File: config.mk
export PLATFORM = sky130hd
export DESIGN_NAME = omsp_spm_cmd_seq
export DESIGN_NICKNAME = d
export VERILOG_FILES = /design/src/rtl/omsp_spm_pkg.sv /design/src/rtl/omsp_spm_key_stream.sv /design/src/rtl/omsp_spm_cmd_seq.sv
export SDC_FILE = /design/constraint.sdc
export NUM_CORES = 1
export LEC_CHECK = 0
export BUFFER_PORTS_ARGS = -buffer_cell sky130_fd_sc_hd__clkbuf_2
export CORE_MARGIN = 4
export CORE_UTILIZATION = 47
export DETAILED_ROUTE_END_ITERATION = 8
export GPL_TIMING_DRIVEN = 1
export MAX_ROUTING_LAYER = met4
export PLACE_DENSITY = 0.87
export SYNTH_ARGS = -nofsm -noshare
export SYNTH_HDL_FRONTEND = slang
export SYNTH_HIERARCHICAL = 1
export SYNTH_SLANG_ARGS = --single-unit
File: constraint.sdc
create_clock -name mclk -period 1.9 [get_ports mclk]
set_input_delay 0.19 -clock mclk [delete_from_list [all_inputs] [get_ports mclk]]
set_output_delay 0.19 -clock mclk [all_outputs]
set_load 0.05 [all_outputs]
File: src/rtl/omsp_spm_pkg.sv
// Shared definitions for the SM protection command sequencer:
// state encoding, command opcodes, completion status codes and default sizes.
package omsp_spm_pkg;

    localparam int KEY_WORDS_DEF    = 4;
    localparam int KEY_IDX_SIZE_DEF = 2;
    localparam int TIMEOUT_DEF      = 255;

    typedef enum logic [2:0] {
        S_IDLE    = 3'd0,
        S_UPDATE  = 3'd1,
        S_CHECK   = 3'd2,
        S_KEYLOAD = 3'd3,
        S_VERIFY  = 3'd4,
        S_DONE    = 3'd5
    } spm_state_t;

    localparam logic [1:0] OP_PROTECT   = 2'b00;
    localparam logic [1:0] OP_UNPROTECT = 2'b01;
    localparam logic [1:0] OP_VERIFY    = 2'b10;
    localparam logic [1:0] OP_RESERVED  = 2'b11;

    localparam logic [1:0] ST_OK      = 2'b00;
    localparam logic [1:0] ST_VIOL    = 2'b01;
    localparam logic [1:0] ST_TIMEOUT = 2'b10;
    localparam logic [1:0] ST_BADOP   = 2'b11;

endpackage

File: src/rtl/omsp_spm_key_stream.sv
// Key streaming stage: accepts derived key words from the key-derivation
// engine and writes them into the SPM array one word per write_key strobe.
// Reports 'done' on the last handshake and 'timeout' when the engine stalls.
module omsp_spm_key_stream
    import omsp_spm_pkg::*;
#(
    parameter int KEY_WORDS    = KEY_WORDS_DEF,
    parameter int KEY_IDX_SIZE = KEY_IDX_SIZE_DEF,
    parameter int TIMEOUT      = TIMEOUT_DEF
) (
    input  logic                    mclk,
    input  logic                    puc_rst,
    input  logic                    start,
    input  logic                    kd_valid,
    input  logic [15:0]             kd_data,
    output logic                    kd_ready,
    output logic                    done,
    output logic                    timeout,
    output logic                    write_key,
    output logic [15:0]             key_in,
    output logic [KEY_IDX_SIZE-1:0] key_idx
);

    localparam logic [KEY_IDX_SIZE:0] LAST_WORD = (KEY_IDX_SIZE+1)'(KEY_WORDS - 1);
    localparam logic [7:0]            TMO_LAST  = 8'(TIMEOUT - 1);

    logic                    active_reg;
    logic [KEY_IDX_SIZE:0]   word_cnt_reg;
    logic [7:0]              tmo_cnt_reg;
    logic                    write_key_reg;
    logic [15:0]             key_in_reg;
    logic [KEY_IDX_SIZE-1:0] key_idx_reg;
    logic                    handshake;

    assign handshake = active_reg & kd_valid;
    assign kd_ready  = active_reg;
    // A handshake always beats a timeout: timeout only fires on an idle cycle.
    assign done      = handshake & (word_cnt_reg == LAST_WORD);
    assign timeout   = active_reg & ~kd_valid & (tmo_cnt_reg == TMO_LAST);

    assign write_key = write_key_reg;
    assign key_in    = key_in_reg;
    assign key_idx   = key_idx_reg;

    // Handshake, word/timeout counting and the registered SPM write stage.
    always_ff @(posedge mclk or posedge puc_rst) begin
        if (puc_rst) begin
            active_reg    <= 1'b0;
            word_cnt_reg  <= '0;
            tmo_cnt_reg   <= '0;
            write_key_reg <= 1'b0;
            key_in_reg    <= '0;
            key_idx_reg   <= '0;
        end else begin
            write_key_reg <= 1'b0;
            if (start) begin
                active_reg   <= 1'b1;
                word_cnt_reg <= '0;
                tmo_cnt_reg  <= '0;
            end else if (handshake) begin
                write_key_reg <= 1'b1;
                key_in_reg    <= kd_data;
                key_idx_reg   <= word_cnt_reg[KEY_IDX_SIZE-1:0];
                word_cnt_reg  <= word_cnt_reg + 1'b1;
                tmo_cnt_reg   <= '0;
                if (done) begin
                    active_reg <= 1'b0;
                end
            end else if (active_reg) begin
                // Stop counting at the abort so the counter never wraps.
                if (timeout) begin
                    active_reg <= 1'b0;
                end else begin
                    tmo_cnt_reg <= tmo_cnt_reg + 8'd1;
                end
            end
        end
    end

endmodule

File: src/rtl/omsp_spm_cmd_seq.sv
// Protection command sequencer: runs one PROTECT / UNPROTECT / VERIFY command
// at a time, drives the SPM control strobes, streams the derived key on
// PROTECT and reports completion with a cmd_ack pulse and cmd_status.
module omsp_spm_cmd_seq
    import omsp_spm_pkg::*;
#(
    parameter int KEY_WORDS    = KEY_WORDS_DEF,
    parameter int KEY_IDX_SIZE = KEY_IDX_SIZE_DEF,
    parameter int TIMEOUT      = TIMEOUT_DEF
) (
    input  logic                    mclk,
    input  logic                    puc_rst,
    input  logic                    cmd_req,
    input  logic [1:0]              cmd_op,
    output logic                    cmd_busy,
    output logic                    cmd_ack,
    output logic [1:0]              cmd_status,
    input  logic                    violation,
    output logic                    update_spm,
    output logic                    enable_spm,
    output logic                    disable_spm,
    output logic                    verify_spm,
    output logic                    kd_start,
    input  logic                    kd_valid,
    input  logic [15:0]             kd_data,
    output logic                    kd_ready,
    output logic                    write_key,
    output logic [15:0]             key_in,
    output logic [KEY_IDX_SIZE-1:0] key_idx
);

    spm_state_t  state_reg;
    logic [1:0]  op_reg;
    logic        update_reg;
    logic        enable_reg;
    logic        disable_reg;
    logic        verify_reg;
    logic        ack_reg;
    logic [1:0]  status_reg;
    logic        ks_done;
    logic        ks_timeout;

    assign cmd_busy    = (state_reg != S_IDLE);
    assign cmd_ack     = ack_reg;
    assign cmd_status  = status_reg;
    assign update_spm  = update_reg;
    assign enable_spm  = enable_reg;
    assign disable_spm = disable_reg;
    assign verify_spm  = verify_reg;

    // kd_start depends on the violation sampled in the same CHECK cycle,
    // so it cannot be registered without adding a cycle of latency.
    assign kd_start = (state_reg == S_CHECK) & ~violation & (op_reg == OP_PROTECT);

    omsp_spm_key_stream #(
        .KEY_WORDS    (KEY_WORDS),
        .KEY_IDX_SIZE (KEY_IDX_SIZE),
        .TIMEOUT      (TIMEOUT)
    ) u_key_stream (
        .mclk      (mclk),
        .puc_rst   (puc_rst),
        .start     (kd_start),
        .kd_valid  (kd_valid),
        .kd_data   (kd_data),
        .kd_ready  (kd_ready),
        .done      (ks_done),
        .timeout   (ks_timeout),
        .write_key (write_key),
        .key_in    (key_in),
        .key_idx   (key_idx)
    );

    // Command FSM; strobes are registered on entry to the state that owns them.
    always_ff @(posedge mclk or posedge puc_rst) begin
        if (puc_rst) begin
            state_reg   <= S_IDLE;
            op_reg      <= OP_PROTECT;
            update_reg  <= 1'b0;
            enable_reg  <= 1'b0;
            disable_reg <= 1'b0;
            verify_reg  <= 1'b0;
            ack_reg     <= 1'b0;
            status_reg  <= ST_OK;
        end else begin
            update_reg  <= 1'b0;
            enable_reg  <= 1'b0;
            disable_reg <= 1'b0;
            verify_reg  <= 1'b0;
            ack_reg     <= 1'b0;
            case (state_reg)
                S_IDLE: begin
                    if (cmd_req) begin
                        op_reg <= cmd_op;
                        case (cmd_op)
                            OP_PROTECT: begin
                                state_reg  <= S_UPDATE;
                                update_reg <= 1'b1;
                                enable_reg <= 1'b1;
                            end
                            OP_UNPROTECT: begin
                                state_reg   <= S_UPDATE;
                                update_reg  <= 1'b1;
                                disable_reg <= 1'b1;
                            end
                            OP_VERIFY: begin
                                state_reg  <= S_VERIFY;
                                verify_reg <= 1'b1;
                            end
                            default: begin
                                state_reg  <= S_DONE;
                                ack_reg    <= 1'b1;
                                status_reg <= ST_BADOP;
                            end
                        endcase
                    end
                end
                S_UPDATE: begin
                    state_reg <= S_CHECK;
                end
                S_CHECK: begin
                    if (violation) begin
                        state_reg  <= S_DONE;
                        ack_reg    <= 1'b1;
                        status_reg <= ST_VIOL;
                    end else if (op_reg == OP_UNPROTECT) begin
                        state_reg  <= S_DONE;
                        ack_reg    <= 1'b1;
                        status_reg <= ST_OK;
                    end else begin
                        state_reg <= S_KEYLOAD;
                    end
                end
                S_KEYLOAD: begin
                    if (ks_done) begin
                        state_reg  <= S_DONE;
                        ack_reg    <= 1'b1;
                        status_reg <= ST_OK;
                    end else if (ks_timeout) begin
                        state_reg  <= S_DONE;
                        ack_reg    <= 1'b1;
                        status_reg <= ST_TIMEOUT;
                    end
                end
                S_VERIFY: begin
                    state_reg  <= S_DONE;
                    ack_reg    <= 1'b1;
                    status_reg <= ST_OK;
                end
                S_DONE: begin
                    state_reg <= S_IDLE;
                end
                default: begin
                    state_reg <= S_IDLE;
                end
            endcase
        end
    end

endmodule
; Word-level counts from Yosys, hierarchy flattened
; Index checks and enable logic that the tools add are counted.
[word_totals]
reg_bits = 43
in_bits = 23
out_inout_bits = 29
elab_cells = 100
[op_classes]
addsub = 2
eq_ne = 15
n_mux = 46
bitwise_logic = 9
reduce_logical = 14
[op_table]
columns = cell, count
row1 = 2-to-1 mux 8 bit, 4
row2 = 2-to-1 mux 1 bit, 25
row3 = 2-to-1 mux 3 bit, 7
row4 = case mux 3 bit (5 select lines), 1
row5 = 2-to-1 mux 2 bit, 6
row6 = == test 3 x 2 -> 1 bit (second input constant), 3
row7 = adder 8 x 1 -> 8 bit (second input constant), 1
row8 = == test 8 bit (second input constant), 1
row9 = case mux 2 bit (4 select lines), 1
row10 = AND reduction 2 bit, 4
row11 = bitwise AND 1 bit, 6
row12 = inequality test 3 x 2 -> 1 bit (second input constant), 2
row13 = inequality test 3 bit (second input constant), 2
row14 = case mux 3 bit (2 select lines), 1
row15 = nonzero test 3 bit, 2
row16 = AND reduction 5 bit, 1
row17 = == test 2 x 1 -> 1 bit (second input constant), 2
row18 = logical NOT 2 bit, 2
row19 = inequality test 2 bit (second input constant), 2
row20 = case mux 1 bit (4 select lines), 1
row21 = nonzero test 4 bit, 1
row22 = adder 3 x 1 -> 3 bit (second input constant), 1
row23 = == test 3 x 1 -> 1 bit (second input constant), 1
row24 = == test 3 bit (second input constant), 1
row25 = 6 further kinds, 8

; Depth between registers and ports, before layout
; Gate-level depths: netlist of run 1.
[logic_depth]
depth_word = 7
depth_mapped = 9
depth_no_buf = 9

; Modules after synthesis
; Netlist of run 1, hierarchy kept.
[by_module_without_submodules]
columns = mod, n_inst, cells_per_inst, area_per_inst_um2, seq_area_each_um2
row1 = omsp_spm_key_stream, 1, 152, 1433.9, 775.7
row2 = omsp_spm_cmd_seq, 1, 55, 601.8, 300.3

; Worst setup path before layout of run 1
; Ideal clock, no wire load.
[synth_timing]
path_kind = reg2reg
start = register state_reg[0]
end = register u_key_stream.key_idx_reg[1] (netlist: u_key_stream/key_idx[1])
setup_ns = 0.118
arrival_ns = 3.119
t_required_ns = 1.782
slack_ns = -1.336
path_stages_with_launch = 10
path_buffers = 3
synth_period_minus_slack_ns = 3.236
cell_sequence = dfrtp_1 -> buf_6 -> nor2_1 -> nor4b_1 -> or2_1 -> buf_2 -> inv_4 -> buf_6 -> nand2_1 -> nand2_1
[synth_via]
elab_chain_len = 5
[synth_rtl]
columns = item, line_no
row1 = start: declaration, omsp_spm_cmd_seq.sv:32  ; spm_state_t state_reg;
row2 = start signal: assignment, omsp_spm_cmd_seq.sv:76  ; state_reg <= S_IDLE;
row3 = start signal: assignment, omsp_spm_cmd_seq.sv:96  ; state_reg <= S_UPDATE;
row4 = start signal: assignment, omsp_spm_cmd_seq.sv:101  ; state_reg <= S_UPDATE;
row5 = == test 3 x 2 -> 1 bit, omsp_spm_cmd_seq.sv:53  ; assign kd_start = (state_reg == S_CHECK) & ~violation & (op_reg == OP_PROTECT);
row6 = bitwise AND 1 bit (2 in a row), omsp_spm_cmd_seq.sv:53
row7 = named net kd_start, omsp_spm_cmd_seq.sv:23  ; output logic kd_start,
row8 = NOT 1 bit (no source line), n/a
row9 = AND reduction 2 bit (no source line), n/a
row10 = end signal: assignment, omsp_spm_key_stream.sv:63  ; key_idx_reg <= word_cnt_reg[KEY_IDX_SIZE-1:0];
row11 = end: declaration, omsp_spm_key_stream.sv:32  ; logic [KEY_IDX_SIZE-1:0] key_idx_reg;
; The timed path passes the listed nets, and every way through them passes these cells.
; A chain may end at the register's enable or synchronous reset.

; Worst setup path after layout of run 1
[layout_timing]
start = register u_key_stream.word_cnt_reg[0]
end = register status_reg[0] (netlist: cmd_status[0])
[layout_via]
elab_chain_len = 4
word_cells_on_any_way = 6
cone_classes = eq/ne: 2 / mux: 2 / bitwise: 1 / reduce/logical: 1
[layout_rtl]
columns = item, line_no
row1 = start: declaration, omsp_spm_key_stream.sv:28  ; logic [KEY_IDX_SIZE:0] word_cnt_reg;
row2 = start signal: assignment, omsp_spm_key_stream.sv:64  ; word_cnt_reg <= word_cnt_reg + 1'b1;
row3 = == test 3 x 2 -> 1 bit *, omsp_spm_key_stream.sv:38  ; assign done = handshake & (word_cnt_reg == LAST_WORD);
row4 = bitwise AND 1 bit *, omsp_spm_key_stream.sv:38
row5 = named net ks_done, omsp_spm_cmd_seq.sv:40  ; logic ks_done;
row6 = inequality test 3 bit (no source line) or 2-to-1 mux 2 bit (tied branches), n/a
row7 = AND reduction 5 bit (no source line) or case mux 2 bit (4 select lines) (tied branches), n/a
row8 = end signal: assignment, omsp_spm_cmd_seq.sv:83  ; status_reg <= ST_OK;
row9 = end signal: assignment, omsp_spm_cmd_seq.sv:112  ; status_reg <= ST_BADOP;
row10 = end signal: assignment, omsp_spm_cmd_seq.sv:124  ; status_reg <= ST_VIOL;
row11 = end: declaration, omsp_spm_cmd_seq.sv:39  ; logic [1:0] status_reg;
; The timed path passes the listed nets; every way through them passes the cells marked *.

==> results of run 1 <==
## Yosys cell counts, types with 3 or more instances
cell type	number	area, sq um
xor2_1	3	26.28
inv_1	9	33.78
ha_1	4	50.05
nand2_1	60	225.2
nor2_1	12	45.04
and2_1	3	18.77
buf_2	3	15.01
buf_6	6	67.56
or3_1	3	18.77
a21oi_1	18	90.09
nor3_1	3	15.01
dfrtp_1	43	1076
o31ai_1	3	22.52
## layout make-up
class                   count  share of cell area
well taps                  50             0.02398
repair buffers             71              0.1564
multi-input cells         145              0.3472
clock buffers               5             0.02638
flip-flops and latches     43              0.4129
inverters                  10             0.01631
clock inverters             3             0.01679
## report_power, final
part / switching, mW / internal [mW] / total [mW] / leakage, nW
Sequential: 0.293 / 1.27 / 1.56 / 0.542
Combinational: 1.63 / 0.790 / 2.42 / 0.793
Clock: 0.315 / 0.391 / 0.706 / 0.0581
## critical path, cell delays in order (launching register included)
cell and delay, ps:
dfrtp_1 400, ha_2 200, ha_4 160, and3_4 190
nor3b_4 200, a21oi_2 80, o22ai_2 200, mux2_4 320
## per-stage QoR
step | power, mW | std cells
4_1_cts | 4.613 | 325
3_5_place_dp | 3.794 | 313
5_1_grt | 4.978 | 327
3_3_place_gp | 3.721 | 313
6_report | 4.687 | 327
2_1_floorplan | 3.286 | 207
## layer usage
layer / up-vias / global-route usage
met5: - / -
met4: 0 / 0.05634
met3: 9 / 0.04788
met2: 57 / 0.2805
met1: 770 / 0.2073
li1: 816 / -
## final timing paths
check / cells past startpoint / endpoint / slack [ps]
min in group asynchronous: 3 / disable_spm$_DFF_PP0_ / 450
max in group asynchronous: 4 / u_key_stream/word_cnt_reg[0]$_DFFE_PP0P_ / 1080
setup / recovery: 7 / cmd_status[0]$_DFFE_PP0P_ / 50
setup reg to reg: 7 / cmd_status[0]$_DFFE_PP0P_ / 50
hold reg to reg: 2 / u_key_stream/key_in[13]$_DFFE_PP0P_ / 480
hold / removal: 3 / u_key_stream/key_in[12]$_DFFE_PP0P_ / 80
## cell families after synthesis
family | synth area share
and+or+nand+nor | 0.2563
DFF | 0.5286
AOI/OAI and AO/OA | 0.09650
buffers and inverters | 0.06023
xor gates and xnor gates | 0.01721
adders and majority gates | 0.02459
muxes | 0.01659
## timing repair
action | 4_1_cts | 5_1_grt
setup buffers | 3 | 2
hold endpoints to repair | 43 | 0
resized for setup | 4 | 9
hold buffers | 1 | 0
cloned | 0 | 0
setup endpoints to repair | 2 | 3
pin swaps | 2 | 3
==> reports/qor.yml, run 1 <==
outcome:
  status: "complete, no violations"
yosys:
  synth_warnings: 6
  syn_area_sq_um: 2036
  synth_edf_count: 0
  async_reset_ff_frac: 1.000
  synth_flop_cell: "dfrtp_1"
  synth_seq_area_share: 0.5286
  syn_area_per_cell_sq_um: 9.834
  synth_cell_types: 43
  syn_nets: 234
  ys_ff_latch: 43
  netlist_instances: 207
detailed_routing:
  wl_met1_microns: 1926
  wl_met2_microns: 2280
  vias_per_cell: 5.052
  ant_nets: 0
  top_layer: "met4"
  vias: 1652
  avgRoutedWirePerCell_microns: 13.93
  wl_met3_microns: 274
  firstDrtPassIters: 4
  finalWirelength_microns: 4556
  drc: 0
  drtIter0Drc: 102
global_routing:
  grt_pass1_wl_microns: 6962
  first_global_vias: 1572
  track_usage: 0.1728
  antenna_found_initial: 0
  overflow: 0
  grt_max_degree: 32
sta:
  finalSetupTns_ps: 0
  finalHoldViolCount: 0
  fin_crit_sh: 0.9749
  min_period_ps: 1852
  fmax_mhz: 539.9
  slew_headroom: 0.6929
  setup_violations: 0
  fin_ws_ps: 47.76
  rsz0062_at_grt: "true"
  tightest_slew_ps: 460.2
  clock_skew_ps: 4.588
  final_max_slew_viol_count: 0
  whs_ps: 80.67
clocking:
  htree_levels: 2
  cts_tree: "yes"
  clk_latency_ps: 300
  root_buffer: "clkbuf_8"
  cts.clk_slew.worst_paths_ps: 80
  clockBufferDepth: 2
  cts_buffers: 5
  clkSinkCount: 43
placement:
  pre_cts_ws_ps: -39.82
  place_congestion: 0.8097
  hpwl_microns: 3088
  port_buffers: 51
  place_area_sq_um: 2396
floorplanning:
  dieArea_sq_um: 5448
  die_h_microns: 73.81
  start_util: 0.4982
  ioPinCount: 52
  placementRows: 23
  core_sq_um: 4086
  die_x_microns: 73.81
critical_path:
  critPathKind: "register to register"
  cp-start-kind: "register"
  cp_data_required_time_ps: 2080
  cp.arrival_ps: 2040
  crit_fanout: 3
  critPathLaunch: "u_key_stream/word_cnt_reg[0]$_DFFE_PP0P_"
  endpoint_kind: "register"
  r2r-start: "u_key_stream/word_cnt_reg[0]$_DFFE_PP0P_"
layout:
  nNetsFinal: 303
  fillers: 323
  layout-drive-gt1-share: 0.3755
  layout_common_cells: "nand2_1, clkbuf_2, dfrtp_1"
  ff_latch_area_sq_um: 1077
  n_antenna_cell: 0
  final_core_util: 0.6384
  multi_input_area_sq_um: 905.9
  stdcell_area_sq_um: 2609
  final_common_cell: "nand2_1"
  largest_register_ffs: 16
  area_growth_pct: 28.15
power_and_ir_drop:
  ir_drop_mv: 0.9916
  power_density_nw_per_um2: 1796
  p_leak_nw: 1.393
min_path:
  hold_start: "kd_data[12]"
  hold_class: "input port to register"
run:
  drv_cap: 0
(Power assumes the default switching activity.)
==> run 2: changes to the inputs <==
- RECOVER_POWER: unset -> 25
==> reports/qor.yml, run 2 (synthesis results as in run 1) <==
run:
  drv_cap: 0
clocking:
  cts_buffers: 5
  root_buffer: "clkbuf_8"
  htree_levels: 2
  clockBufferDepth: 2
  cts.clk_slew.worst_paths_ps: 80
  clk_latency_ps: 300
  clkSinkCount: 43
  cts_tree: "yes"
layout:
  fillers: 324
  area_growth_pct: 28.03
  layout_common_cells: "nand2_1, clkbuf_2, dfrtp_1"
  final_core_util: 0.6378
  largest_register_ffs: 16
  ff_latch_area_sq_um: 1077
  fin_cells: 327
  final_common_cell: "nand2_1"
  layout-drive-gt1-share: 0.3755
  multi_input_area_sq_um: 905.9
  nNetsFinal: 303
  stdcell_area_sq_um: 2606
  n_antenna_cell: 0
placement:
  hpwl_microns: 3088
  port_buffers: 51
  place_congestion: 0.8097
  place_area_sq_um: 2396
  dp_cells: 313
min_path:
  hold_class: "input port to register"
  hold_start: "kd_data[12]"
critical_path:
  cp_data_required_time_ps: 2080
  r2r-start: "u_key_stream/word_cnt_reg[0]$_DFFE_PP0P_"
  path_cells: "ha_2 > ha_4 > and3_4 > nor3b_4 > a21oi_2 > o22ai_2 > mux2_4"
  endpoint_kind: "register"
  crit_fanout: 3
  regToRegSetupSlack_ps: 50
  critPathKind: "register to register"
  cp-start-kind: "register"
  slowest_delay_ps: 400
  slowest_stage: "dfrtp_1"
  critPathLaunch: "u_key_stream/word_cnt_reg[0]$_DFFE_PP0P_"
  cp.arrival_ps: 2040
sta:
  rsz0062_at_grt: "true"
  slew_headroom: 0.4804
  final_max_slew_viol_count: 0
  clock_skew_ps: 4.588
  tightest_slew_ps: 779.5
  setup_violations: 0
  fmax_mhz: 539.9
  min_period_ps: 1852
  fin_crit_sh: 0.9749
  whs_ps: 80.67
  finalHoldViolCount: 0
floorplanning:
  placementRows: 23
  core_sq_um: 4086
  ioPinCount: 52
  die_x_microns: 73.81
  die_h_microns: 73.81
  dieArea_sq_um: 5448
  start_util: 0.4982
detailed_routing:
  drtIter0Drc: 102
  finalWirelength_microns: 4557
  vias_per_cell: 5.052
  ant_nets: 0
  avgRoutedWirePerCell_microns: 13.94
  vias: 1652
  drc: 0
  firstDrtPassIters: 4
global_routing:
  grt_max_degree: 32
  antenna_found_initial: 0
  grt_pass1_wl_microns: 6962
  first_global_vias: 1572
  track_usage: 0.1728
  overflow: 0
power_and_ir_drop:
  power_density_nw_per_um2: 1798
  p_leak_nw: 1.393
  ir_drop_mv: 0.9915
outcome:
  status: "complete, no violations"
run 2: changes by cell type in the layout (fill, tap and decap cells not counted):
cell	delta
buf_4	-1
clkbuf_2	+1
run 2: path summary, 6_finish.rpt:
kind / endpoint / cells after the start
worst max register to register: cmd_status[0]$_DFFE_PP0P_ / 7
max in group asynchronous: u_key_stream/word_cnt_reg[0]$_DFFE_PP0P_ / 4
worst min register to register: u_key_stream/key_in[13]$_DFFE_PP0P_ / 2
worst min-delay path: u_key_stream/key_in[12]$_DFFE_PP0P_ / 3
min in group asynchronous: disable_spm$_DFF_PP0_ / 3
worst max-delay path: cmd_status[0]$_DFFE_PP0P_ / 7
run 2: repair_timing:
action | in CTS | in global routing
gates resized for setup | 4 | 9
pin swaps | 2 | 3
hold buffers | 1 | 0
hold endpoints to repair | 43 | 0
endpoints found under the setup margin | 2 | 3
buffers inserted | 3 | 2
run 2: final cells by class:
type | count | area share
clock buffer | 5 | 0.02640
clock inverter | 3 | 0.01680
inverter | 10 | 0.01632
multi-input combinational | 145 | 0.3476
sequential | 43 | 0.4133
tap | 50 | 0.02400
timing repair buffer | 71 | 0.1555
run 2: routing by layer:
layer,global-route usage,share of wire
met1,0.2073,0.42
met5,-,0
met3,0.04788,0.060
met2,0.2805,0.50
met4,0.05634,0.017
run 2: worst max-delay path: cells and delay by family (launching register included):
kind / cells / cell delay, ps
fa+ha+maj: 2 / 360
simple gates: 2 / 390
flops: 1 / 400
compound gates: 2 / 280
mux: 1 / 320
run 2: metrics by stage:
stage	setup TNS [ps]	power [mW]	worst slack [ps]
finish	0	4.686	47.76
global route	-57.04	4.977	-31.24
CTS	0	4.613	16.37
detailed placement	-72.95	3.794	-39.82
global placement	0	3.721	21.45
floorplan	-1067	3.286	-98.65
run 2: report_power, final:
part	internal (mW)	switching (mW)
Combinational	0.790	1.63
Clock	0.391	0.315
Sequential	1.27	0.293
Total	2.45	2.24
